--- src/rtl/data_ram_unloader_if.sv ---
// data_ram_unloader_if
// Groups the frame-capture request and the byte-stream handshake of the
// data RAM unloader.
//   load       : single-cycle request to capture din_flat (ignored while busy)
//   din_flat   : DEPTH*DW flat frame, byte i at din_flat[i*DW +: DW]
//   busy       : a frame is being streamed
//   dout_valid : current byte presented
//   dout_ready : downstream accepts the current byte
//   dout       : current byte
//   dout_addr  : index of the current byte within the frame
//   dout_last  : current byte is the last of the frame
//   done       : one-cycle pulse after the last byte is accepted
// The 'slave' modport is the unloader side; 'master' is the driving side.
interface data_ram_unloader_if #(
    parameter int DEPTH = 64,
    parameter int DW    = 8
);
    localparam int AW = $clog2(DEPTH);

    logic                  load;
    logic [DEPTH*DW-1:0]   din_flat;
    logic                  busy;
    logic                  dout_valid;
    logic                  dout_ready;
    logic [DW-1:0]         dout;
    logic [AW-1:0]         dout_addr;
    logic                  dout_last;
    logic                  done;

    modport master (
        output load, din_flat, dout_ready,
        input  busy, dout_valid, dout, dout_addr, dout_last, done
    );

    modport slave (
        input  load, din_flat, dout_ready,
        output busy, dout_valid, dout, dout_addr, dout_last, done
    );
endinterface

--- src/rtl/data_ram_unloader.sv ---
// data_ram_unloader
// Captures a full DEPTH-byte flat frame in a single cycle and streams it out
// one byte per accepted valid/ready transfer, tagging each byte with its
// index. The byte stream (dout_addr, dout, dout_valid & dout_ready) can drive
// a byte-write RAM port directly.
// Ports:
//   clk : clock, rising edge
//   rst : asynchronous active-high reset
//   bus : data_ram_unloader_if.slave (load/din_flat in, byte stream out)
// All outputs are registered. A load arriving while a frame is streaming is
// dropped silently; a load in the done cycle is accepted, so frames can be
// issued every DEPTH+1 cycles at full throughput.
module data_ram_unloader #(
    parameter int DEPTH = 64,
    parameter int DW    = 8
) (
    input  logic                 clk,
    input  logic                 rst,
    data_ram_unloader_if.slave   bus
);
    localparam int AW = $clog2(DEPTH);
    localparam logic [AW-1:0] LAST_IDX = AW'(DEPTH - 1);

    typedef enum logic [0:0] {
        IDLE = 1'b0,
        SEND = 1'b1
    } state_t;

    state_t          state_r;
    logic [DW-1:0]   shadow_r [DEPTH];
    logic [AW-1:0]   idx_r;

    logic            busy_r;
    logic            dout_valid_r;
    logic [DW-1:0]   dout_r;
    logic [AW-1:0]   dout_addr_r;
    logic            dout_last_r;
    logic            done_r;

    logic            load_accept_s;
    logic            handshake_s;
    logic [AW-1:0]   idx_next_s;

    // Decode capture request, transfer acceptance and next byte index.
    always_comb begin
        load_accept_s = 1'b0;
        handshake_s   = 1'b0;
        idx_next_s    = idx_r + AW'(1);
        if (state_r == IDLE) begin
            load_accept_s = bus.load;
        end else begin
            handshake_s = dout_valid_r & bus.dout_ready;
        end
    end

    // Shadow frame buffer: contents are irrelevant until a load fills it, so
    // it carries no reset.
    always_ff @(posedge clk) begin
        if (load_accept_s) begin
            for (int i = 0; i < DEPTH; i++) begin
                shadow_r[i] <= bus.din_flat[i*DW +: DW];
            end
        end
    end

    // Control FSM with registered stream outputs.
    always_ff @(posedge clk or posedge rst) begin
        if (rst) begin
            state_r      <= IDLE;
            idx_r        <= {AW{1'b0}};
            busy_r       <= 1'b0;
            dout_valid_r <= 1'b0;
            dout_r       <= {DW{1'b0}};
            dout_addr_r  <= {AW{1'b0}};
            dout_last_r  <= 1'b0;
            done_r       <= 1'b0;
        end else begin
            done_r <= 1'b0;
            case (state_r)
                IDLE: begin
                    if (load_accept_s) begin
                        // Byte 0 comes straight from the bus: the shadow copy
                        // is only written on this same edge.
                        state_r      <= SEND;
                        idx_r        <= {AW{1'b0}};
                        busy_r       <= 1'b1;
                        dout_valid_r <= 1'b1;
                        dout_r       <= bus.din_flat[DW-1:0];
                        dout_addr_r  <= {AW{1'b0}};
                        dout_last_r  <= (LAST_IDX == {AW{1'b0}});
                    end else begin
                        busy_r       <= 1'b0;
                        dout_valid_r <= 1'b0;
                    end
                end
                SEND: begin
                    if (handshake_s) begin
                        if (idx_r == LAST_IDX) begin
                            // Terminal transfer: index wraps to 0 here, so the
                            // increment never overflows.
                            state_r      <= IDLE;
                            idx_r        <= {AW{1'b0}};
                            busy_r       <= 1'b0;
                            dout_valid_r <= 1'b0;
                            dout_r       <= {DW{1'b0}};
                            dout_addr_r  <= {AW{1'b0}};
                            dout_last_r  <= 1'b0;
                            done_r       <= 1'b1;
                        end else begin
                            idx_r       <= idx_next_s;
                            dout_r      <= shadow_r[idx_next_s];
                            dout_addr_r <= idx_next_s;
                            dout_last_r <= (idx_next_s == LAST_IDX);
                        end
                    end else begin
                        // Stalled: byte, address and last flag hold.
                        idx_r <= idx_r;
                    end
                end
                default: begin
                    state_r      <= IDLE;
                    idx_r        <= {AW{1'b0}};
                    busy_r       <= 1'b0;
                    dout_valid_r <= 1'b0;
                    dout_r       <= {DW{1'b0}};
                    dout_addr_r  <= {AW{1'b0}};
                    dout_last_r  <= 1'b0;
                    done_r       <= 1'b0;
                end
            endcase
        end
    end

    assign bus.busy       = busy_r;
    assign bus.dout_valid = dout_valid_r;
    assign bus.dout       = dout_r;
    assign bus.dout_addr  = dout_addr_r;
    assign bus.dout_last  = dout_last_r;
    assign bus.done       = done_r;
endmodule

--- src/flat_wrapper.sv ---
// flat-port wrapper written by rule: the top's interface ports become plain ports
module data_ram_unloader_flat 
#(
    parameter int DEPTH = 64,
    parameter int DW    = 8
)
  (clk, rst, bus_load, bus_din_flat, bus_dout_ready, bus_busy, bus_dout_valid, bus_dout, bus_dout_addr, bus_dout_last, bus_done);
  data_ram_unloader_if #(.DEPTH(DEPTH), .DW(DW)) bus_i ();
  input  logic clk;
  input  logic rst;
  input wire logic [$bits(bus_i.load)-1:0] bus_load;
  input wire logic [$bits(bus_i.din_flat)-1:0] bus_din_flat;
  input wire logic [$bits(bus_i.dout_ready)-1:0] bus_dout_ready;
  output wire logic [$bits(bus_i.busy)-1:0] bus_busy;
  output wire logic [$bits(bus_i.dout_valid)-1:0] bus_dout_valid;
  output wire logic [$bits(bus_i.dout)-1:0] bus_dout;
  output wire logic [$bits(bus_i.dout_addr)-1:0] bus_dout_addr;
  output wire logic [$bits(bus_i.dout_last)-1:0] bus_dout_last;
  output wire logic [$bits(bus_i.done)-1:0] bus_done;
  assign bus_i.load = bus_load;
  assign bus_i.din_flat = bus_din_flat;
  assign bus_i.dout_ready = bus_dout_ready;
  assign bus_busy = bus_i.busy;
  assign bus_dout_valid = bus_i.dout_valid;
  assign bus_dout = bus_i.dout;
  assign bus_dout_addr = bus_i.dout_addr;
  assign bus_dout_last = bus_i.dout_last;
  assign bus_done = bus_i.done;
  data_ram_unloader #(.DEPTH(DEPTH), .DW(DW)) u_core (.clk(clk), .rst(rst), .bus(bus_i));
endmodule
--- config.mk ---
export PLATFORM = sky130hd
export DESIGN_NAME = data_ram_unloader_flat
export DESIGN_NICKNAME = d
export VERILOG_FILES = /design/src/rtl/data_ram_unloader_if.sv /design/src/rtl/data_ram_unloader.sv /design/src/flat_wrapper.sv
export SDC_FILE = /design/constraint.sdc
export NUM_CORES = 1
export LEC_CHECK = 0
export CORE_ASPECT_RATIO = 0.5
export CORE_MARGIN = 4
export CORE_UTILIZATION = 33
export CTS_CLUSTER_SIZE = 30
export DETAILED_ROUTE_END_ITERATION = 8
export PLACE_DENSITY = 0.63
export SYNTH_ARGS = -nofsm -noshare
export SYNTH_HDL_FRONTEND = slang
export SYNTH_SLANG_ARGS = --single-unit
--- constraint.sdc ---
create_clock -name clk -period 28.4 [get_ports clk]
set_clock_uncertainty 0.15 [all_clocks]
set_input_delay 5.68 -clock clk [delete_from_list [all_inputs] [get_ports clk]]
set_output_delay 5.68 -clock clk [all_outputs]
set_load 0.005 [all_outputs]
# ---- Yosys cells after proc, flatten, opt, wreduce, memory -nomap -nowiden
# Memories as Yosys holds them, arrays and structs flattened.
# Cells that the tools add are included.
dict set report classes {
  n_addsub 1
  eq_ne 5
  muxes 25
  n_bitwise 2
  n_reduce_logical 2
}
# operator n
set ops {}
lappend ops {{$mux W8} 3}
lappend ops {{$mux W6} 3}
lappend ops {{$pmux W8 S2} 1}
lappend ops {{$mux W1} 14}
lappend ops {{$eq A6 B6 Y1 const B} 2}
lappend ops {{$pmux W6 S2} 1}
lappend ops {{$add A6 B1 Y6 const B} 1}
lappend ops {{$pmux W1 S2} 3}
lappend ops {{$ne A2 B2 Y1 const B} 2}
lappend ops {{$reduce_and A2 Y1} 2}
lappend ops {{$ne A2 B1 Y1 const B} 1}
lappend ops {{$and A1 B1 Y1} 1}
lappend ops {{$not A1 Y1} 1}
dict set report word_totals {
  reg_bits 18
  ramBits 512
  input_bits 516
  out_inout_bits 18
  wordCells 42
  memories 1
}
# memory depth word_bits rd rd_ports_with_merged_regs wr line
set memory_table {}
lappend memory_table {u_core.shadow_r 64 8 1 0 64 data_ram_unloader.sv:30} ;# logic [DW-1:0] shadow_r [DEPTH];

# ---- Longest topological paths before layout
# Gate-level depths: netlist of the first run.
dict set report depth {
  ltp_word 5
  depth_mapped 12
  mapped_depth_nobuf 8
}

# ---- Worst setup path before layout of the first run
# No wires, ideal clock.
dict set report synth_path {
  path_type {input to register}
  startpoint {in bus_load}
  endpoint {reg u_core.dout_r[1] (netlist: u_core.bus.dout[1])}
  setup_time_ps 124
  arrival_time_ps 21132
  required_time_ps 28126
  setup_slack_ps 6994
  stages 5
  path_buffers 2
  cell_sequence {nor2b_1 clkbuf_1 buf_1 a21oi_1 nand4_1}
}
dict set report synth_via {
  elab_chain_len 3
}
# element line
set synth_rtl {}
lappend synth_rtl {{start, declared} flat_wrapper.sv:11} ;# input wire logic [$bits(bus_i.load)-1:0] bus_load;
lappend synth_rtl {{$mux W1} data_ram_unloader.sv:49} ;# if (state_r == IDLE) begin
lappend synth_rtl {{named net u_core.load_accept_s} data_ram_unloader.sv:40} ;# logic load_accept_s;
lappend synth_rtl {{$ne A2 B1 Y1 (no source line)} n/a}
lappend synth_rtl {{$reduce_and A2 Y1 (no source line)} n/a}
lappend synth_rtl {{end signal, assigned} data_ram_unloader.sv:73} ;# dout_r <= {DW{1'b0}};
lappend synth_rtl {{end signal, assigned} data_ram_unloader.sv:88} ;# dout_r <= bus.din_flat[DW-1:0];
lappend synth_rtl {{end signal, assigned} data_ram_unloader.sv:105} ;# dout_r <= {DW{1'b0}};
lappend synth_rtl {{end, declared} data_ram_unloader.sv:35} ;# logic [DW-1:0] dout_r;
# The timed path passes the listed nets, and every way through them passes these cells.
# A chain may end at the register's enable or synchronous reset.

# ---- Worst setup path in the final report of the first run
dict set report layout_path {
  startpoint {in bus_load}
  endpoint {reg u_core.idx_r[2]}
}
dict set report layout_via {
  elab_chain_len 3
}
# element line
set layout_rtl {}
lappend layout_rtl {{$mux W1} data_ram_unloader.sv:49}
lappend layout_rtl {{$ne A2 B1 Y1 (no source line)} n/a}
lappend layout_rtl {{$reduce_and A2 Y1 (no source line)} n/a}
lappend layout_rtl {{end signal, assigned} data_ram_unloader.sv:70} ;# idx_r <= {AW{1'b0}};
lappend layout_rtl {{end signal, assigned} data_ram_unloader.sv:85} ;# idx_r <= {AW{1'b0}};
lappend layout_rtl {{end signal, assigned} data_ram_unloader.sv:102} ;# idx_r <= {AW{1'b0}};
lappend layout_rtl {{end, declared} data_ram_unloader.sv:31} ;# logic [AW-1:0] idx_r;
# No other way between the ends.

==> impl_metrics.toml, run 1 <==
[timing]
fin_crit_sh = 0.297
slew_headroom = 0.133
rsz0062_at_grt = "no"
setup_tns_ns = 0
tightest_slew_ns = 1.30
drv_slew = 0
setup_viol = 0
hold_viol = 0
min_period_ns = 8.43
fin_hold_ws_ns = 0.354
max_freq_mhz = 119

[critical_path]
crit_chain = "clkdlybuf4s50_1 > nor2b_4 > buf_4 > buf_4 > nor2_1 > nor3b_1 > o21ai_1 > nand2_1"
crit_path_start_kind = "input pin"
cp_max_fo = 85
rr_startpoint = "u_core.idx_r[0]"
cp_top_family = "buffers and inverters"
crit_buf_inv = 3
crit_start = "bus_load"
cp_common_cell = "buf_4"
cp.arrival_ns = 8.79
crit_path_top_delay_cell = "buf_4"
crit_path_end_kind = "flop"
max_stage_delay_ns = 0.90
cp_data_required_time_ns = 28.76
critical_path_class = "input pin to flop"

[pwr]
vdd_drop_max_v = 0.0000590
power_w = 0.00222
power.leakage_nw = 9.16
p_per_area_nw_per_um2 = 78.4

[status]
status = "finished, final reports clean"

[synthesis]
synth_cell_types = 43
async_reset_ff_frac = 0.0340
synth_warnings = 0
synthXorXnorAreaFrac = 0.00324
synth_edf_count = 512
synth-simple-area-share = 0.0489
synth_area_per_cell_sq_um = 20.4
synth_seq_cells = 530
muxShareOfSynthArea = 0.141
synthCells = 1004
synth_compound_gate_area_share = 0.0191
ys_seq_area_frac = 0.773
synthAdderAreaFrac = 0.00122
synth_top_family_by_area = "multiplexers"
syn_nets = 1522
ys.flop_type = "edfxtp_1"
mappedNetlistArea_sq_um = 20500

[floorplan]
die_x_um = 360
die_h_um = 184
pin_count = 534
core-area_sq_um = 61300
row_count = 64
initial_core_util = 0.334
dieArea_sq_um = 66400

[clock_tree]
worstSkewPairLatency_ns = 0.57
clock-sinks = 530
clkTransAtPathRegs_ns = 0.07
root_buffer = "clkbuf_16"
numCtsBuffers = 50
cts_setup_buffers = 0
htreeDepth = 2
postCtsHoldBufs = 0
cts_tree = "done"
cts_resized = 0
cts_buffer_depth = 3

[route]
num_vias = 11700
firstDrtPassIters = 5
routed_wl_mm = 63.4
wire_per_inst_um = 26.1
ant_nets = 0
drt-initial-drc-count = 1255
via_per_inst = 4.83
drc_errors = 0

[global_routing]
grt_max_degree = 211
gr-usage-all-layers = 0.181
grt_pass1_wl_mm = 85.0
gr-total-overflow = 0
antenna_found_initial = 23
grt_pass1_vias = 12300

[flow_run]
drv_cap = 0

[finish]
final.fill_count = 5265
areaGrowthSynthToFinish_pct = 38.4
drive_gt1_frac = 0.137
multi_input_area_sq_um = 4400
fin_util = 0.463
nets = 2068
seq_area_sq_um = 15800

[place]
numPortBuffers = 533
detailed_place_hpwl_mm = 47.6
gp_congestion = 0.830

[hold_path]
hp-class = "flop to flop"
worstHoldStart = "u_core.bus.dout_last"
==> metal layers <==
layer	track usage	wire, um	vias up
met2	0.348	36700	331
met4	0.0655	1620	0
li1	-	-	5219
met5	0	0	-
met1	0.200	21900	6106
met3	0.0373	3220	82
==> state kept, by name, indices dropped and copies added (netlist names) <==
| name | cells |
|---|---|
| u_core.bus.busy | 1 |
| u_core.bus.done | 1 |
| u_core.bus.dout | 8 |
| u_core.bus.dout_last | 1 |
| u_core.idx_r | 6 |
| u_core.shadow_r | 512 |
| u_core.state_r | 1 |
==> final cells by class <==
type	instances	share of cell area
clock buffers	71	0.0506
multi-input cells	419	0.155
inverters	2	0.000265
flip-flops and latches	530	0.558
diodes	22	0.00194
repair buffers	547	0.192
clock inverters	14	0.00463
well taps	825	0.0364
==> kinds of logic (layout without fill, tap and decap cells) <==
family	Yosys count	after routing
compound gates	58	58
mux	130	130
xor+xnor	5	5
flops	530	530
fa+ha+maj	2	2
buf+inv	55	634
simple gates	224	224
other cells	0	22
==> cells in the mapped netlist (2+ instances only) <==
master	number	area share
a21oi_1	10	0.0024
a22o_1	14	0.0060
a31oi_1	8	0.0024
and2_1	3	0.00092
and3_1	3	0.00092
buf_1	7	0.0013
buf_2	24	0.0059
buf_4	6	0.0022
buf_6	4	0.0022
clkbuf_1	12	0.0022
dfrtp_1	18	0.022
edfxtp_1	512	0.75
ha_1	2	0.0012
inv_1	2	0.00037
mux2_2	2	0.0011
mux4_2	126	0.14
nand2_1	116	0.021
nand3_1	50	0.012
nand3b_1	2	0.00073
nand4_1	17	0.0052
nor2_1	23	0.0042
nor2b_1	3	0.00092
nor3b_1	2	0.00073
o21ai_0	4	0.00098
o21ai_1	12	0.0029
o31ai_1	3	0.0011
xnor2_1	2	0.00086
xor2_2	2	0.0016
==> tightest hold or removal path, delay by kind of cell (launching register included) <==
family | cells | cell delay (ns)
flops | 1 | 0.35
compound gates | 1 | 0.06
simple gates | 1 | 0.05
==> power breakdown <==
part           leakage, nW  internal, W  switching [W]
Sequential            4.82     0.000864      0.0000170
Combinational         3.58     0.000314       0.000371
Clock                0.766     0.000369       0.000286
Total                 9.16      0.00155       0.000674
==> metrics by stage <==
stage	setup slack (ns)	instances	instance area, sq um
6_report	19.97	2430	28300
5_1_grt	19.75	2430	28300
4_1_cts	19.94	2408	28300
3_5_place_dp	19.31	2323	26700
3_3_place_gp	19.38	2323	26700
2_1_floorplan	6.99	1004	20500
==> final timing paths <==
path                                        endpoint  depth (start not counted)  slack (ns)
worst min-delay path            u_core.bus.dout_last                          2        0.35
worst min register to register  u_core.bus.dout_last                          2        0.35
min in group asynchronous         u_core.bus.dout[5]                          2        5.38
worst max register to register    u_core.bus.dout[3]                          8       24.31
max in group asynchronous            u_core.idx_r[0]                          2       22.17
worst max-delay path                 u_core.idx_r[2]                          8       19.97
==> placed cells by master, fill, tap and decap left out, types with 2 or more instances in the layout <==
cell             Yosys  final
clkdlybuf4s50_1      0    533
edfxtp_1           512    512
mux4_2             126    126
nand2_1            116    116
clkbuf_16            0     53
nand3_1             50     50
nor2_1              23     23
diode_2              0     22
nand4_1             17     17
dfrtp_1             18     17
a22o_1              14     14
clkbuf_1            12     14
buf_4                6     13
o21ai_1             12     12
a21oi_1             10     10
a31oi_1              8      8
clkinv_1             0      5
o21ai_0              4      4
clkbuf_8             0      4
and2_1               3      3
and3_1               3      3
o31ai_1              3      3
clkinv_2             0      3
xnor2_2              1      2
nand3b_1             2      2
mux2_2               2      2
inv_1                2      2
nor2b_1              3      2
nor3b_1              2      2
inv_6                0      2
bufinv_16            0      2
Note: power is estimated with default switching activity, not from simulation.
==> run 2, diff against run 1 <==
--- a/config.mk
+++ b/config.mk
@@ -10,7 +10,7 @@
 export CORE_UTILIZATION = 33
 export CTS_CLUSTER_SIZE = 30
 export DETAILED_ROUTE_END_ITERATION = 8
-export PLACE_DENSITY = 0.63
+export PLACE_DENSITY = 0.65
 export SYNTH_ARGS = -nofsm -noshare
 export SYNTH_HDL_FRONTEND = slang
 export SYNTH_SLANG_ARGS = --single-unit
==> constraint.sdc (replaced) <==
create_clock -name clk -period 6.95 [get_ports clk]
set_clock_uncertainty 0.15 [all_clocks]
set_input_delay 1.39 -clock clk [delete_from_list [all_inputs] [get_ports clk]]
set_output_delay 1.39 -clock clk [all_outputs]
set_load 0.005 [all_outputs]
==> impl_metrics.toml, run 2 (synthesized netlist as in run 1, its figures left out) <==
[status]
status = "finished, final reports clean"

[critical_path]
crit_path_start_kind = "flop"
cp_data_required_time_ns = 7.23
crit_path_end_kind = "flop"
cp_max_fo = 49
r2r_cells = 8
critical_path_class = "flop to flop"
cp.arrival_ns = 4.24

[timing]
tightest_slew_ns = 1.19
fin_crit_sh = 0.569
fin_hold_ws_ns = 0.365
min_period_ns = 3.96
setup_viol = 0
drv_slew = 0
setup_tns_ns = 0
slew_headroom = 0.207
max_freq_mhz = 253
hold_viol = 0
rsz0062_at_grt = "no"

[clock_tree]
cts_tree = "done"
htreeDepth = 2
clkTransAtPathRegs_ns = 0.07
root_buffer = "clkbuf_16"
cts_buffer_depth = 3
numCtsBuffers = 49
clock-sinks = 530
cts_setup_buffers = 0
postCtsHoldBufs = 0
worstSkewPairLatency_ns = 0.56
cts_resized = 0

[route]
num_vias = 11800
via_per_inst = 4.85
wl_met2_mm = 38.0
ant_nets = 0
top_layer = "met4"
firstDrtPassIters = 5
drt-met1-wl_mm = 21.0
met3_length_mm = 2.96
wire_per_inst_um = 26.1
drt-initial-drc-count = 1238
routed_wl_mm = 63.1
drc_errors = 0

[floorplan]
initial_core_util = 0.334
row_count = 64
core-area_sq_um = 61300
pin_count = 534
die_h_um = 184
die_x_um = 360
dieArea_sq_um = 66400

[finish]
drive_gt1_frac = 0.138
nets = 2066
layout_common_cells = "clkdlybuf4s50_1, edfxtp_1, mux4_2"
layout_commonest_cell = "clkdlybuf4s50_1"
largest_reg_flops = 512
fin_util = 0.461
areaGrowthSynthToFinish_pct = 37.9
fin_area_sq_um = 28200
regMostFlops = "u_core.shadow_r"

[global_routing]
gr-total-overflow = 0
grt_pass1_vias = 12300
antenna_found_initial = 15
grt_max_degree = 219
grt_pass1_wl_mm = 85.0
gr-usage-all-layers = 0.181

[place]
place_area_sq_um = 26700
gp_congestion = 0.870
detailed_place_hpwl_mm = 47.8
numPortBuffers = 533

[hold_path]
hp-class = "flop to flop"
min_path_cells = 2

[pwr]
power.leakage_nw = 9.12
p_per_area_nw_per_um2 = 314
combPwrFrac = 0.309
vdd_drop_max_v = 0.000314
p_int_w = 0.00619
switching_share = 0.301
pwr-share-clk = 0.287
sequentialPowerShare = 0.404
switchingPower_w = 0.00267

[flow_run]
drv_cap = 0
run 2: final timing paths:
kind                                 startpoint                    to  slack [ns]
setup / recovery                u_core.idx_r[0]    u_core.bus.dout[0]        2.99
hold / removal             u_core.bus.dout_last  u_core.bus.dout_last        0.36
setup reg to reg                u_core.idx_r[0]    u_core.bus.dout[0]        2.99
hold reg to reg            u_core.bus.dout_last  u_core.bus.dout_last        0.36
max in group asynchronous                   rst       u_core.idx_r[0]        4.93
min in group asynchronous                   rst       u_core.bus.done        1.13
run 2: area by class of cell:
type | count | area [sq um]
Fill cell | 5250 | 33000
Sequential cell | 530 | 15800
Timing Repair Buffer | 546 | 5470
Multi-Input combinational cell | 419 | 4400
Clock buffer | 62 | 1310
Tap cell | 825 | 1030
Clock inverter | 25 | 166
Antenna cell | 13 | 32.5
Inverter | 2 | 7.51
run 2: power groups by stage:
| stage | logic, W | clock network [W] | registers [W] |
|---|---|---|---|
| global placement | 0.00277 | 0 | 0.00365 |
| floorplan | 0.00172 | 0 | 0.00363 |
| finish | 0.00274 | 0.00255 | 0.00358 |
| CTS | 0.00278 | 0.00259 | 0.00358 |
| detailed placement | 0.00276 | 0 | 0.00365 |
| global route | 0.00292 | 0.00274 | 0.00358 |
run 2: stage by stage:
stage / setup WS, ns / cells / total power, W
after floorplan: 0.995 / 1004 / 0.00535
after detailed placement: 2.83 / 2322 / 0.00641
final: 2.99 / 2422 / 0.00887
after global routing: 2.66 / 2422 / 0.00924
after CTS: 2.96 / 2409 / 0.00895
after global placement: 2.87 / 2322 / 0.00642
run 2: critical path, stage by stage (launching register included):
cell	delay, ns
dfrtp_4	0.40
buf_4	0.69
ha_1	0.51
xor2_2	0.43
buf_4	0.34
mux4_2	0.53
and2_0	0.17
a2111oi_0	0.45
o31ai_1	0.12
run 2: layer usage:
layer  GRT usage  vias up
li1            -     5211
met1       0.195     6134
met2       0.367      337
met3      0.0281       76
met4      0.0474        0
met5           0        -
==> patch 1, RTL diff (settings of run 1) <==
`DEPTH` is set to 64 in 3 places; all go to 128.
--- a/src/rtl/data_ram_unloader_if.sv
+++ b/src/rtl/data_ram_unloader_if.sv
@@ -12,7 +12,7 @@
 //   done       : one-cycle pulse after the last byte is accepted
 // The 'slave' modport is the unloader side; 'master' is the driving side.
 interface data_ram_unloader_if #(
-    parameter int DEPTH = 64,
+    parameter int DEPTH = 128,
     parameter int DW    = 8
 );
     localparam int AW = $clog2(DEPTH);
--- a/src/rtl/data_ram_unloader.sv
+++ b/src/rtl/data_ram_unloader.sv
@@ -11,7 +11,7 @@
 // dropped silently; a load in the done cycle is accepted, so frames can be
 // issued every DEPTH+1 cycles at full throughput.
 module data_ram_unloader #(
-    parameter int DEPTH = 64,
+    parameter int DEPTH = 128,
     parameter int DW    = 8
 ) (
     input  logic                 clk,
--- a/src/flat_wrapper.sv
+++ b/src/flat_wrapper.sv
@@ -1,7 +1,7 @@
 // flat-port wrapper written by rule: the top's interface ports become plain ports
 module data_ram_unloader_flat 
 #(
-    parameter int DEPTH = 64,
+    parameter int DEPTH = 128,
     parameter int DW    = 8
 )
   (clk, rst, bus_load, bus_din_flat, bus_dout_ready, bus_busy, bus_dout_valid, bus_dout, bus_dout_addr, bus_dout_last, bus_done);
Interface: changed (resized bus_din_flat and bus_dout_addr); port bits go from 534 to 1047. No check against the original RTL was run, so the function may have changed too.
==> patch 1 against run 1 <==
Combinational power is 110% higher. Synthesized area rose by 97%. Cell count increased by 92%. Sequential cell count increased by 513. Design area is 98% higher. Register-to-register slack got worse by 2.1 ns. Total power up 100%. Die area grew 94%. Fmax decreased by 15%. Worst setup slack got worse by 1.5 ns. Sequential power up 96%. Routed wire length is 130% higher. Critical endpoint is now u_core.shadow_r[59][7]. Largest cell class unchanged.
==> patch 1: results (changes against run 1) <==
{
  "timing.critical_path.arrival": {"value": 10.03, "unit": "ns", "change": "was 8.79 ns"},
  "total_of_buffers_placed_on_input_and_output_ports": {"value": 1046, "change": "was 533"},
  "netlist-cell-type-count": {"value": 54, "change": "was 43"},
  "total_leakage_power": {"value": 18.0, "unit": "nW", "change": "was 9.16 nW"},
  "largest_register_ff_count": {"value": 1024, "change": "was 512"},
  "initial_antenna_violation_count": {"value": 50, "change": "was 23"},
  "critical_path.max_fanout": {"value": 236, "change": "was 85"},
  "finish.net_count": {"value": 3979, "change": "was 2068"},
  "share_of_synthesized_area_occupied_by_flip_flops_and_latches": {"value": 0.773, "change": "about the same"},
  "yosys-mux-area-fraction": {"value": 0.148, "change": "was 0.141"},
  "critical_path_max_stage_delay": {"value": 0.96, "unit": "ns", "change": "was 0.90 ns"},
  "weighted_congestion_at_the_end_of_routability_driven_global_placement": {"value": 0.867, "change": "was 0.830"},
  "post_synth_main_area_contributors": {"value": "edfxtp_1 (76%), mux4_2 (14%), nand2_1 (1.5%)", "change": "was edfxtp_1 (75%), mux4_2 (14%), dfrtp_1 (2.2%)"},
  "cts_buffers": {"value": 96, "change": "was 50"},
  "run_status": {"value": "finished, final reports clean", "change": "unchanged"},
  "synth_edf_count": {"value": 1024, "change": "was 512"},
  "peakVddDrop": {"value": 62.3, "unit": "uV", "change": "was 59.0 uV"},
  "via_count_of_the_first_global_routing_pass": {"value": 24602, "change": "was 12265"},
  "synth_fa_ha_area_frac": {"value": 0.000619, "change": "was 0.00122"},
  "final.fill_count": {"value": 10292, "change": "was 5265"},
  "route.vias.total": {"value": 23656, "change": "was 11738"},
  "grt_pass1_wl": {"value": 192000, "unit": "um", "change": "was 85000 um"},
  "cts.htree.levels": {"value": 3, "change": "was 2"},
  "layout-drive-gt1-share": {"value": 0.152, "change": "was 0.137"},
  "worst_pin_slew": {"value": 1.33, "unit": "ns", "change": "was 1.30 ns"},
  "yosys-top-cells-count": {"value": "edfxtp_1 (1024), mux4_2 (256), nand2_1 (161), nand3_1 (53), a22oi_1 (44)", "change": "was edfxtp_1 (512), mux4_2 (126), nand2_1 (116), nand3_1 (50), buf_2 (24)"},
  "post_synth_xor_area_fraction": {"value": 0.00365, "change": "was 0.00324"},
  "area_fraction_in_compound_gates_after_synthesis": {"value": 0.0280, "change": "was 0.0191"}
}
==> patch 1: cell types whose count changed in the layout (fill, tap and decap cells not counted), sizes merged, moves of 22 or more <==
cell,before,now
buf,14,36
clkdlybuf4s50,533,1046
edfxtp,512,1024
nand2,116,161
clkinv,9,41
a22oi,0,44
clkbuf,71,111
mux4,126,256
==> patch 1: worst reg2reg max path, delay by kind of cell, from the launching register on <==
kind / cells / cell delay, ns
buf+inv: 4 / 2.25
compound gates: 3 / 0.89
fa+ha+maj: 1 / 0.71
mux: 1 / 0.50
simple gates: 1 / 0.77
flops: 1 / 0.73
==> patch 1: worst paths after layout <==
kind,from,end,slack (ns),cells past startpoint
max,bus_load,u_core.shadow_r[59][7],18.52,7
min,u_core.bus.dout_last,u_core.bus.dout_last,0.48,2
max reg2reg,u_core.idx_r[0],u_core.bus.dout[2],22.25,10
min reg2reg,u_core.bus.dout_last,u_core.bus.dout_last,0.48,2
max in group asynchronous,rst,u_core.idx_r[0],22.17,2
min in group asynchronous,rst,u_core.bus.dout[3],5.31,2
==> patch 1: final cells by class <==
type	count	area share
Inverter	4	0.000558
Clock buffer	111	0.0448
Antenna cell	35	0.00156
Multi-Input combinational cell	722	0.153
Tap cell	1610	0.0360
Timing Repair Buffer	1082	0.192
Clock inverter	70	0.0144
Sequential cell	1043	0.557
==> patch 1: logic make-up after synthesis <==
kind of cell | after synthesis
compound gates | 154
xor+xnor | 10
fa+ha+maj | 2
buf+inv | 105
flops | 1043
mux | 277
simple gates | 279
==> patch 1: layer usage <==
metal / GRT usage / routed length (um) / vias to the layer above
li1: - / - / 10055
met1: 0.277 / 56400 / 12496
met3: 0.0379 / 8010 / 183
met2: 0.378 / 75900 / 916
met5: 0 / 30 / -
met4: 0.0622 / 3080 / 6
==> patch 1: through the flow <==
stage,utilization,hold slack [ns]
after floorplan,-,0.339
after global placement,0.435,0.443
after detailed placement,0.435,0.455
after CTS,0.462,0.480
after global routing,0.463,0.536
final,0.463,0.482
==> patch 1: power groups by stage <==
stage / registers (mW) / logic (mW) / clock network, mW
detailed placement: 1.76 / 1.46 / 0
finish: 1.73 / 1.44 / 1.39
floorplan: 1.74 / 0.863 / 0
global route: 1.73 / 1.53 / 1.48
global placement: 1.76 / 1.46 / 0
CTS: 1.73 / 1.46 / 1.41
==> patch 2, RTL diff (config.mk and constraints of run 1) <==
Without the edit above. Reset style: synchronous (`rst`), changed in one clocked block. Comments in the files are not updated.
--- a/src/rtl/data_ram_unloader.sv
+++ b/src/rtl/data_ram_unloader.sv
@@ -64,7 +64,7 @@
     end
 
     // Control FSM with registered stream outputs.
-    always_ff @(posedge clk or posedge rst) begin
+    always_ff @(posedge clk) begin
         if (rst) begin
             state_r      <= IDLE;
             idx_r        <= {AW{1'b0}};
Behaviour: differs if rst is asserted again (counterexample within 4 cycles, from zero or initial values and one cycle with rst high); with rst held inactive, the same outputs for 4 cycles.
==> patch 2 against run 1 <==
Synthesized area barely moved. Highest routed layer unchanged. Sequential share of layout area fell by 0.48 points. Worst setup slack got worse by 0.30 ns. Sequential cell count did not move. Routed wire length fell by 0.72%. Fmax fell by 3.5%. Design area rose by 0.30%. Critical path type unchanged.
Power is not compared: it rests on default switching activity, and its combinational part moved more than twofold at a synthesized area within 25%.
==> patch 2: results (changes against run 1) <==
{
  "r2r_setup_slack": {"value": 23.64, "unit": "ns", "change": "was 24.31 ns"},
  "non_clock_inverter_count": {"value": 3, "change": "was 2"},
  "fin_worst_hold_slack": {"value": 0.316, "unit": "ns", "change": "was 0.354 ns"},
  "area_occupied_by_multi_input_gates": {"value": 4460, "unit": "sq um", "change": "was 4400 sq um"},
  "netlist-cell-type-count": {"value": 41, "change": "was 43"},
  "non_clock_buffer_area_share": {"value": 0.192, "change": "about the same"},
  "yosys-top-cells-count": {"value": "edfxtp_1 (512), mux4_2 (116), nand2_1 (104), nand3_1 (43), clkbuf_1 (27)", "change": "was edfxtp_1 (512), mux4_2 (126), nand2_1 (116), nand3_1 (50), buf_2 (24)"},
  "worst_pin_slew": {"value": 1.22, "unit": "ns", "change": "was 1.30 ns"},
  "final.fill_count": {"value": 5205, "change": "was 5265"},
  "drt-total-wl": {"value": 62900, "unit": "um", "change": "was 63400 um"},
  "share_of_synthesized_area_occupied_by_flip_flops_and_latches": {"value": 0.768, "change": "was 0.773"},
  "hpwlAfterDp": {"value": 46600, "unit": "um", "change": "was 47600 um"},
  "drt-vias-per-instance": {"value": 4.85, "change": "was 4.83"},
  "finish.instance_area": {"value": 28400, "unit": "sq um", "change": "was 28300 sq um"},
  "run_status": {"value": "finished, final reports clean", "change": "unchanged"},
  "hold_crit_endpoint": {"value": "u_core.bus.dout_last", "change": "unchanged"},
  "critical_path_max_stage_delay": {"value": 1.02, "unit": "ns", "change": "was 0.90 ns"},
  "placed_area": {"value": 26700, "unit": "sq um", "change": "about the same"},
  "grt_pass1_wl": {"value": 85200, "unit": "um", "change": "was 85000 um"},
  "groute.usage.overall": {"value": 0.181, "change": "about the same"},
  "critical_path.max_fanout": {"value": 151, "change": "was 85"},
  "num-nonclk-buffers": {"value": 546, "change": "was 547"},
  "grt_max_degree": {"value": 205, "change": "was 211"},
  "clock_cell_area_share": {"value": 0.0583, "change": "was 0.0552"},
  "layout-drive-gt1-share": {"value": 0.134, "change": "was 0.137"},
  "critical_path.reg2reg.startpoint": {"value": "u_core.bus.dout_addr[0]", "change": "was u_core.idx_r[0]"},
  "critical_path.endpoint": {"value": "u_core.bus.dout_last", "change": "was u_core.idx_r[2]"},
  "finish.net_count": {"value": 2046, "change": "was 2068"},
  "synthesized_net_count": {"value": 1505, "change": "was 1522"},
  "post_synth_main_area_contributors": {"value": "edfxtp_1 (75%), mux4_2 (13%), nand2_1 (1.9%)", "change": "was edfxtp_1 (75%), mux4_2 (14%), dfrtp_1 (2.2%)"},
  "via_count_of_the_first_global_routing_pass": {"value": 12235, "change": "was 12265"},
  "num_antenna_cells": {"value": 32, "change": "was 22"},
  "area_fraction_in_compound_gates_after_synthesis": {"value": 0.0189, "change": "was 0.0191"}
}
[patch 2: changes by cell type after synthesis, sizes merged, moves of 12 or more]
cell | run 1 | this run
mux2i | 1 | 21
dfrtp | 18 | 0
dfxtp | 0 | 18
a32oi | 0 | 16
nand4 | 17 | 1
clkbuf | 12 | 27
a22o | 14 | 0
o21ai | 16 | 2
nand2 | 116 | 104
[patch 2: per-stage QoR]
step           cells  setup slack, ns
6_report        2423            19.67
3_3_place_gp    2301            19.17
4_1_cts         2391            19.72
2_1_floorplan    987             6.61
3_5_place_dp    2301            19.12
5_1_grt         2422            19.43
[patch 2: power breakdown]
group	total [mW]	leakage [nW]	internal, mW	switching [mW]
sequential	0.923	5.02	0.909	0.0133
clock	0.690	0.812	0.400	0.290
combinational	0.134	3.61	0.0851	0.0484
[patch 2: layer usage]
layer,global-route usage,part of all wire,vias up
met5,0,0,-
met4,0.0846,0.032,0
met3,0.0342,0.047,107
met2,0.344,0.58,341
met1,0.197,0.34,6090
li1,-,-,5209
